$ cat src/rtl/clk_switch_ctrl.sv
// Glitch-free switchover sequencer for the S_CLK mux: verifies target activity, gates, switches, ungates.
// Latency: WIN + 2*WAIT_CYC + 1 cycles from accepted req to done; req only accepted while idle, never queued.
module clk_switch_ctrl #(
  parameter int WAIT_CYC  = 8,
  parameter int WIN       = 64,
  parameter int MIN_EDGES = 4
) (
  input  logic clk,
  input  logic rst_n,
  input  logic req,
  input  logic req_sel,
  input  logic clkout2,
  input  logic clkout3,
  output logic sel,
  output logic clk_en,
  output logic busy,
  output logic done,
  output logic err
);

  localparam logic [2:0] S_IDLE     = 3'd0;
  localparam logic [2:0] S_CHECK    = 3'd1;
  localparam logic [2:0] S_GATE_OFF = 3'd2;
  localparam logic [2:0] S_SWITCH   = 3'd3;
  localparam logic [2:0] S_GATE_ON  = 3'd4;

  localparam int WIN_W  = $clog2(WIN);
  localparam int WAIT_W = (WAIT_CYC > 1) ? $clog2(WAIT_CYC) : 1;
  localparam int EDGE_W = $clog2(MIN_EDGES + 1);

  logic [2:0]        state_q;
  logic              target_q;
  logic [WIN_W-1:0]  win_cnt_q;
  logic [WAIT_W-1:0] wait_cnt_q;
  logic [EDGE_W-1:0] edge_cnt_q;
  logic [EDGE_W-1:0] edge_nxt;
  logic [2:0]        sync2_q;
  logic [2:0]        sync3_q;
  logic              rise2_q;
  logic              rise3_q;
  logic              tgt_rise;
  logic              win_last;
  logic              wait_last;

  // Candidate clocks are plain data here: two flops to settle, a third as edge-detect history.
  always_ff @(posedge clk or negedge rst_n) begin
    if (!rst_n) begin
      sync2_q <= '0;
      sync3_q <= '0;
      rise2_q <= 1'b0;
      rise3_q <= 1'b0;
    end else begin
      sync2_q <= {sync2_q[1:0], clkout2};
      sync3_q <= {sync3_q[1:0], clkout3};
      rise2_q <= sync2_q[1] & ~sync2_q[2];
      rise3_q <= sync3_q[1] & ~sync3_q[2];
    end
  end

  always_comb begin
    tgt_rise  = target_q ? rise2_q : rise3_q;
    win_last  = (win_cnt_q == WIN_W'(WIN - 1));
    wait_last = (wait_cnt_q == WAIT_W'(WAIT_CYC - 1));
    edge_nxt  = edge_cnt_q;
    if (edge_cnt_q != EDGE_W'(MIN_EDGES)) begin
      edge_nxt = edge_cnt_q + EDGE_W'(tgt_rise);
    end
  end

  always_ff @(posedge clk or negedge rst_n) begin
    if (!rst_n) begin
      state_q    <= S_IDLE;
      target_q   <= 1'b1;
      sel        <= 1'b1;
      clk_en     <= 1'b1;
      busy       <= 1'b0;
      done       <= 1'b0;
      err        <= 1'b0;
      win_cnt_q  <= '0;
      wait_cnt_q <= '0;
      edge_cnt_q <= '0;
    end else begin
      done <= 1'b0;
      err  <= 1'b0;
      case (state_q)
        S_IDLE: begin
          if (req) begin
            if (req_sel == sel) begin
              done <= 1'b1;
            end else begin
              target_q   <= req_sel;
              busy       <= 1'b1;
              win_cnt_q  <= '0;
              edge_cnt_q <= '0;
              state_q    <= S_CHECK;
            end
          end
        end
        S_CHECK: begin
          edge_cnt_q <= edge_nxt;
          win_cnt_q  <= win_cnt_q + WIN_W'(1);
          if (win_last) begin
            win_cnt_q <= '0;
            // A saturated edge count means the target met the activity threshold.
            if (edge_nxt == EDGE_W'(MIN_EDGES)) begin
              clk_en     <= 1'b0;
              wait_cnt_q <= '0;
              state_q    <= S_GATE_OFF;
            end else begin
              err     <= 1'b1;
              busy    <= 1'b0;
              state_q <= S_IDLE;
            end
          end
        end
        S_GATE_OFF: begin
          wait_cnt_q <= wait_cnt_q + WAIT_W'(1);
          if (wait_last) begin
            wait_cnt_q <= '0;
            state_q    <= S_SWITCH;
          end
        end
        S_SWITCH: begin
          sel        <= target_q;
          wait_cnt_q <= '0;
          state_q    <= S_GATE_ON;
        end
        S_GATE_ON: begin
          wait_cnt_q <= wait_cnt_q + WAIT_W'(1);
          if (wait_last) begin
            wait_cnt_q <= '0;
            clk_en     <= 1'b1;
            done       <= 1'b1;
            busy       <= 1'b0;
            state_q    <= S_IDLE;
          end
        end
        default: state_q <= S_IDLE;
      endcase
    end
  end

endmodule

$ cat config.mk
export PLATFORM = sky130hd
export DESIGN_NAME = clk_switch_ctrl
export DESIGN_NICKNAME = d
export VERILOG_FILES = /design/src/rtl/clk_switch_ctrl.sv
export SDC_FILE = /design/constraint.sdc
export NUM_CORES = 1
export LEC_CHECK = 0
export CAP_MARGIN = 20
export CORE_AREA = 5 5 60 62
export DETAILED_ROUTE_END_ITERATION = 16
export DIE_AREA = 0 0 65 67
export PLACE_DENSITY = 0.64
export SLEW_MARGIN = 20
export SYNTH_ARGS = -nofsm -noshare
export SYNTH_HDL_FRONTEND = slang
export SYNTH_SLANG_ARGS = --single-unit
$ cat constraint.sdc
create_clock -name clk -period 2.4 [get_ports clk]
set_input_delay 0.48 -clock clk [delete_from_list [all_inputs] [get_ports clk]]
set_output_delay 0.48 -clock clk [all_outputs]
set_load 0.01 [all_outputs]
==> results.py, run 1 <==
metrics = {
    "critical_path": {
        "r2r_end": "wait_cnt_q[2]",
        "required_ns": 2.61,
        "critPathMaxFanout": 4,
        "reg2reg_depth": 7,
        "rrSetupSlack_ns": 0.29,
        "rr_startpoint": "target_q",
        "arrival_ns": 2.32,
        "critPathLaunch": "target_q",
        "start_kind": "flip-flop",
        "cp-end-kind": "flip-flop",
        "crit_type": "reg2reg",
    },
    "drt": {
        "antenna_left": 0,
        "viasPerCell": 5.71,
        "drc_errors": 0,
        "vias": 1022,
        "drt_iter0_markers": 47,
        "first_pass_iters": 4,
        "wl_mm": 2.63,
        "wl_per_cell_um": 14.7,
    },
    "layout": {
        "final_cell_mix": "26 x dfrtp_1, 11 x nand2_1, 10 x clkdlybuf4s50_1",
        "n_antenna_cell": 0,
        "nNetsFinal": 156,
        "final_layout_size_suffix_gt1_share_pct": 17.1,
        "final_common_cell": "dfrtp_1",
        "final_design_area_no_fill_um2": 1630,
        "syn2layout_area_growth_pct": 12.6,
    },
    "synth": {
        "ys_seq_area_share_pct": 50.5,
        "syn_area_per_cell_um2": 11.0,
        "ys_seq_elements": 29,
        "synthDistinctLibCells": 42,
        "syn_nets": 142,
        "syn-cell-area_um2": 1440,
        "synth_top_area_cell": "dfrtp_1",
        "yosys_warnings": 0,
        "synth_top_cells_by_area": "dfrtp_1 45%, dfstp_2 5.5%, ha_1 4.3%",
        "synthCells": 131,
        "synth_top_area_share_pct": 45.1,
    },
    "sta": {
        "fmax_ghz": 0.474,
        "min_period_ns": 2.11,
        "rsz0062_at_grt": "false",
        "setup-tns-final_ns": 0,
        "slew-limit-headroom_pct": 62.8,
        "setup_viol": 0,
        "clock_skew_ns": 0.0125,
        "hold_viol_final": 0,
        "finalCritPeriodShare_pct": 87.9,
        "worst_pin_slew_ns": 0.558,
        "slew_viol_final": 0,
    },
    "floorplanning": {
        "die_area_um2": 4360,
        "initial_core_util_pct": 48.5,
        "io_pins": 11,
        "core_um2": 2980,
        "die_w_um": 65,
        "std_cell_rows": 20,
        "die_h_um": 67,
    },
    "clock_tree": {
        "htreeDepth": 2,
        "clock_latency_ns": 0.33,
        "cts_resized": 0,
        "cts_tree": "done",
        "cts_sinks": 29,
        "numCtsBuffers": 5,
        "cts_setup_buffers": 0,
        "clockRootBuffer": "clkbuf_4",
        "clock_path_buffers": 2,
        "cts.clk_slew.worst_paths_ns": 0.09,
        "cts_hold_buf": 0,
    },
    "grt": {
        "track_usage_pct": 15.0,
        "grt_pass1_vias": 1058,
        "antenna_found_initial": 0,
        "grt_overflow_total": 0,
        "grt_max_degree": 30,
        "grt_pass1_wl_mm": 4.82,
    },
    "pwr": {
        "power_density_nw_per_um2": 831,
        "p_leak_nw": 0.725,
        "ir_worst_vdd_v": 0.000434,
    },
    "placement": {
        "hpwl_mm": 1.92,
        "port_buffers": 10,
        "gp_congestion": 0.710,
        "place_area_um2": 1570,
    },
    "flow_run": {
        "max_cap_viol_count": 0,
    },
    "worst_hold_path": {
        "min_path_cells": 0,
        "min_path_type": "reg2reg",
        "holdPathEnd": "sync3_q[1]",
        "hp-start": "sync3_q[0]",
    },
    "run_status": {
        "status": "finished, final reports clean",
    },
}
==> stage by stage <==
stage | power (mW) | instances | hold slack [ns] | worst slack (ns) | util [%]
finish | 1.35 | 179 | 0.360 | 0.290 | 54.6
global route | 1.46 | 179 | 0.375 | 0.182 | 54.6
CTS | 1.37 | 179 | 0.364 | 0.274 | 54.6
detailed placement | 1.08 | 171 | 0.339 | 0.285 | 52.7
global placement | 1.07 | 171 | 0.341 | 0.334 | 52.7
floorplan | 0.973 | 131 | 0.184 | 0.399 | -
==> layer usage <==
| layer | global-route usage, % | share of wire [%] | up-vias |
|---|---|---|---|
| li1 | - | - | 509 |
| met1 | 16.9 | 44 | 493 |
| met2 | 25.4 | 51 | 16 |
| met3 | 5.73 | 3.7 | 4 |
| met4 | 6.33 | 1.9 | 0 |
| met5 | 0 | 0 | - |
==> cells by family after synthesis <==
| kind of cell | count (synthesis) | share of synthesized area, % |
|---|---|---|
| flops | 29 | 50.5 |
| buf+inv | 7 | 2.60 |
| simple gates | 47 | 21.1 |
| compound gates | 37 | 17.2 |
| fa+ha+maj | 5 | 4.33 |
| mux | 3 | 2.34 |
| xor+xnor | 3 | 1.82 |
==> synth_stat cells (all sizes together) <==
master and number:
a22o 5, mux2 3, dfrtp 26, nor3b 1, nand3 6, nand2 12
or3 3, nand4 1, and3 6, o21ai 13, a21oi 5, o31ai 2
xnor2 2, dfstp 3, inv 2, xor2 1, or3b 1, o2bb2ai 1
nor3 3, nand2b 3, nor2 6, nand3b 2, clkbuf 1, o211ai 3
ha 5, a21o 1, or2 1, nor2b 2, a22oi 3, a31oi 4
buf 4
==> how the worst max path moves through the flow <==
stage | slack (ns) | depth (start not counted) | to
after floorplan | 0.40 | 7 | wait_cnt_q[0]
after global placement | 0.33 | 7 | wait_cnt_q[0]
after detailed placement | 0.28 | 7 | wait_cnt_q[2]
after CTS | 0.27 | 7 | wait_cnt_q[2]
after global routing | 0.18 | 7 | wait_cnt_q[0]
final | 0.29 | 7 | wait_cnt_q[2]
==> flip-flops by register name, indices dropped and copies added, names as in the netlist, 3 cells and up <==
| register | count |
|---|---|
| wait_cnt_q | 3 |
| sync3_q | 3 |
| win_cnt_q | 6 |
| edge_cnt_q | 3 |
| sync2_q | 3 |
| state_q | 3 |
==> cell type report <==
type | count | area [um2]
sequential | 29 | 729
tap | 33 | 41.3
inverter | 2 | 7.51
clock buffer | 5 | 37.5
fill | 273 | 1350
timing repair buffer | 12 | 115
clock inverter | 3 | 17.5
multi-input combinational | 95 | 677
==> critical path: stages, from the launching register on <==
cell     delay (ns)
dfstp_2        0.55
mux2_2         0.33
ha_1           0.19
ha_1           0.22
xnor2_1        0.16
o31ai_4        0.24
and3_4         0.25
o21ai_1        0.07
==> report_power, final <==
group / total (mW) / internal [mW] / switching (mW)
combinational: 0.377 / 0.194 / 0.183
clock: 0.281 / 0.110 / 0.171
sequential: 0.694 / 0.591 / 0.103
(Power assumes the default switching activity.)
==> inputs of run 2 (changes only) <==
CORE_AREA = 5 5 63 65   (was 5 5 60 62)
DIE_AREA = 0 0 68 70   (was 0 0 65 67)
PLACE_DENSITY = 0.59   (was 0.64)
SETUP_SLACK_MARGIN = 0.15   (was default)
==> results.py, run 2 (synthesized netlist as in run 1, its figures left out) <==
metrics = {
    "sta": {
        "slew_viol_final": 0,
        "setup_viol": 0,
        "setup-tns-final_ns": 0,
        "clock_skew_ns": 0.0129,
        "slew-limit-headroom_pct": 58.9,
        "final.setup.worst_slack_ns": 0.270,
        "finalCritPeriodShare_pct": 88.8,
        "hold_viol_final": 0,
        "fmax_ghz": 0.469,
        "min_period_ns": 2.13,
        "rsz0062_at_grt": "false",
        "worst_pin_slew_ns": 0.616,
    },
    "grt": {
        "grt_pass1_vias": 1118,
        "antenna_found_initial": 0,
        "grt_max_degree": 30,
        "track_usage_pct": 14.0,
        "grt_pass1_wl_mm": 5.04,
        "grt_overflow_total": 0,
    },
    "pwr": {
        "seqPwrFrac_pct": 46.0,
        "p_sw_share_pct": 30.8,
        "internal_power_mw": 1.05,
        "p_comb_share_pct": 26.1,
        "p_leak_nw": 0.735,
        "power_mw": 1.51,
        "power_density_nw_per_um2": 901,
        "pwr-share-clk_pct": 27.9,
        "ir_worst_vdd_v": 0.000496,
        "switchingPower_mw": 0.466,
    },
    "critical_path": {
        "start_kind": "flip-flop",
        "r2r_end": "wait_cnt_q[2]",
        "cp_slowest_cell": "dfstp_2",
        "crit_chain": "mux2_2, ha_1, ha_2, xnor2_1, o31ai_4, and3_4, o21ai_1",
        "arrival_ns": 2.35,
        "rrSetupSlack_ns": 0.27,
        "required_ns": 2.62,
        "slowest_delay_ns": 0.54,
        "cp-end-kind": "flip-flop",
        "reg2reg_depth": 7,
        "critPathMaxFanout": 4,
        "critical-path-top-delay-family": "flip-flops",
        "rr_startpoint": "target_q",
        "path_buf_inv": 0,
        "crit_type": "reg2reg",
    },
    "placement": {
        "port_buffers": 10,
        "gp_congestion": 0.729,
        "dp_worst_setup_slack_ns": 0.278,
        "dp_cells": 183,
        "hpwl_mm": 1.98,
    },
    "drt": {
        "vias": 1037,
        "first_pass_iters": 4,
        "antenna_left": 0,
        "wl_mm": 2.78,
        "wl_per_cell_um": 14.5,
        "drc_errors": 0,
        "drt_iter0_markers": 53,
        "viasPerCell": 5.40,
    },
    "worst_hold_path": {
        "holdPathEnd": "sync3_q[1]",
        "min_path_type": "reg2reg",
        "hp-start": "sync3_q[0]",
        "min_path_cells": 0,
    },
    "layout": {
        "fin_cells": 192,
        "top_register": "win_cnt_q",
        "final_layout_size_suffix_gt1_share_pct": 17.8,
        "syn2layout_area_growth_pct": 16.2,
        "final_common_cell": "dfrtp_1",
        "largest_reg_flops": 6,
        "n_antenna_cell": 0,
        "final_cell_mix": "26 x dfrtp_1, 11 x nand2_1, 10 x clkdlybuf4s50_1",
        "nNetsFinal": 156,
    },
    "clock_tree": {
        "cts_hold_buf": 0,
        "numCtsBuffers": 5,
        "clock_path_buffers": 2,
        "cts.clk_slew.worst_paths_ns": 0.10,
        "clock_latency_ns": 0.34,
        "htreeDepth": 2,
        "cts_tree": "done",
        "cts_sinks": 29,
        "clockRootBuffer": "clkbuf_4",
    },
    "floorplanning": {
        "core_um2": 3280,
        "die_w_um": 68,
        "initial_core_util_pct": 44.0,
        "std_cell_rows": 21,
        "die_h_um": 70,
        "io_pins": 11,
        "die_area_um2": 4760,
    },
    "run_status": {
        "status": "finished, final reports clean",
    },
    "flow_run": {
        "max_cap_viol_count": 0,
    },
}
-- run 2: cell types whose count changed in the layout (fill, tap and decap cells not counted), sizes merged --
cell	delta
clkinv	-2
clkbuf	+1
bufinv	+1
-- run 2: area by class of cell --
| class | instances | area, um2 |
|---|---|---|
| Fill cell | 301 | 1610 |
| Sequential cell | 29 | 729 |
| Multi-Input combinational cell | 95 | 679 |
| Timing Repair Buffer | 12 | 115 |
| Tap cell | 46 | 57.6 |
| Clock buffer | 6 | 51.3 |
| Clock inverter | 2 | 37.5 |
| Inverter | 2 | 7.51 |
-- run 2: metrics by stage --
step	hold slack, ns	util, %	cell area [um2]
2_1_floorplan	0.184	-	1440
3_3_place_gp	0.334	48.1	1580
3_5_place_dp	0.341	48.1	1580
4_1_cts	0.362	50.8	1670
5_1_grt	0.372	51.1	1680
6_report	0.357	51.1	1680
-- run 2: worst max-delay path by stage --
stage	start	endpoint	slack, ns	cells after the start
6_report	target_q	wait_cnt_q[2]	0.27	7
3_3_place_gp	target_q	wait_cnt_q[0]	0.33	7
3_5_place_dp	target_q	wait_cnt_q[2]	0.28	7
4_1_cts	target_q	wait_cnt_q[2]	0.24	7
2_1_floorplan	target_q	wait_cnt_q[0]	0.40	7
5_1_grt	target_q	wait_cnt_q[1]	0.16	7
-- run 2: layer usage --
| layer | GRT usage (%) | share of wire, % |
|---|---|---|
| met1 | 16.7 | 45 |
| met2 | 22.3 | 49 |
| met4 | 5.96 | 2.2 |
| met5 | 0 | 0 |
| met3 | 4.81 | 3.7 |
-- run 2: power groups by stage --
stage	clock, mW	sequential, mW	combinational (mW)
after global placement	0	0.696	0.374
after global routing	0.458	0.708	0.449
after detailed placement	0	0.702	0.379
after CTS	0.437	0.693	0.382
final	0.422	0.695	0.395
after floorplan	0	0.673	0.300
-- run 2: worst reg2reg max path, delay by kind of cell, from the launching register on --
| kind | cells | cell delay [ns] |
|---|---|---|
| AO/OA/AOI/OAI | 2 | 0.36 |
| adder cells (fa/ha/maj) | 2 | 0.37 |
| AND/OR/NAND/NOR | 1 | 0.24 |
| flip-flops | 1 | 0.54 |
| XOR/XNOR | 1 | 0.15 |
| multiplexers | 1 | 0.33 |
-- run 2: what timing repair did --
action                     4_1_cts  5_1_grt
gates resized for setup          0        1
buffers inserted                 0        1
setup endpoints to repair        0        1
hold endpoints to repair         0        0
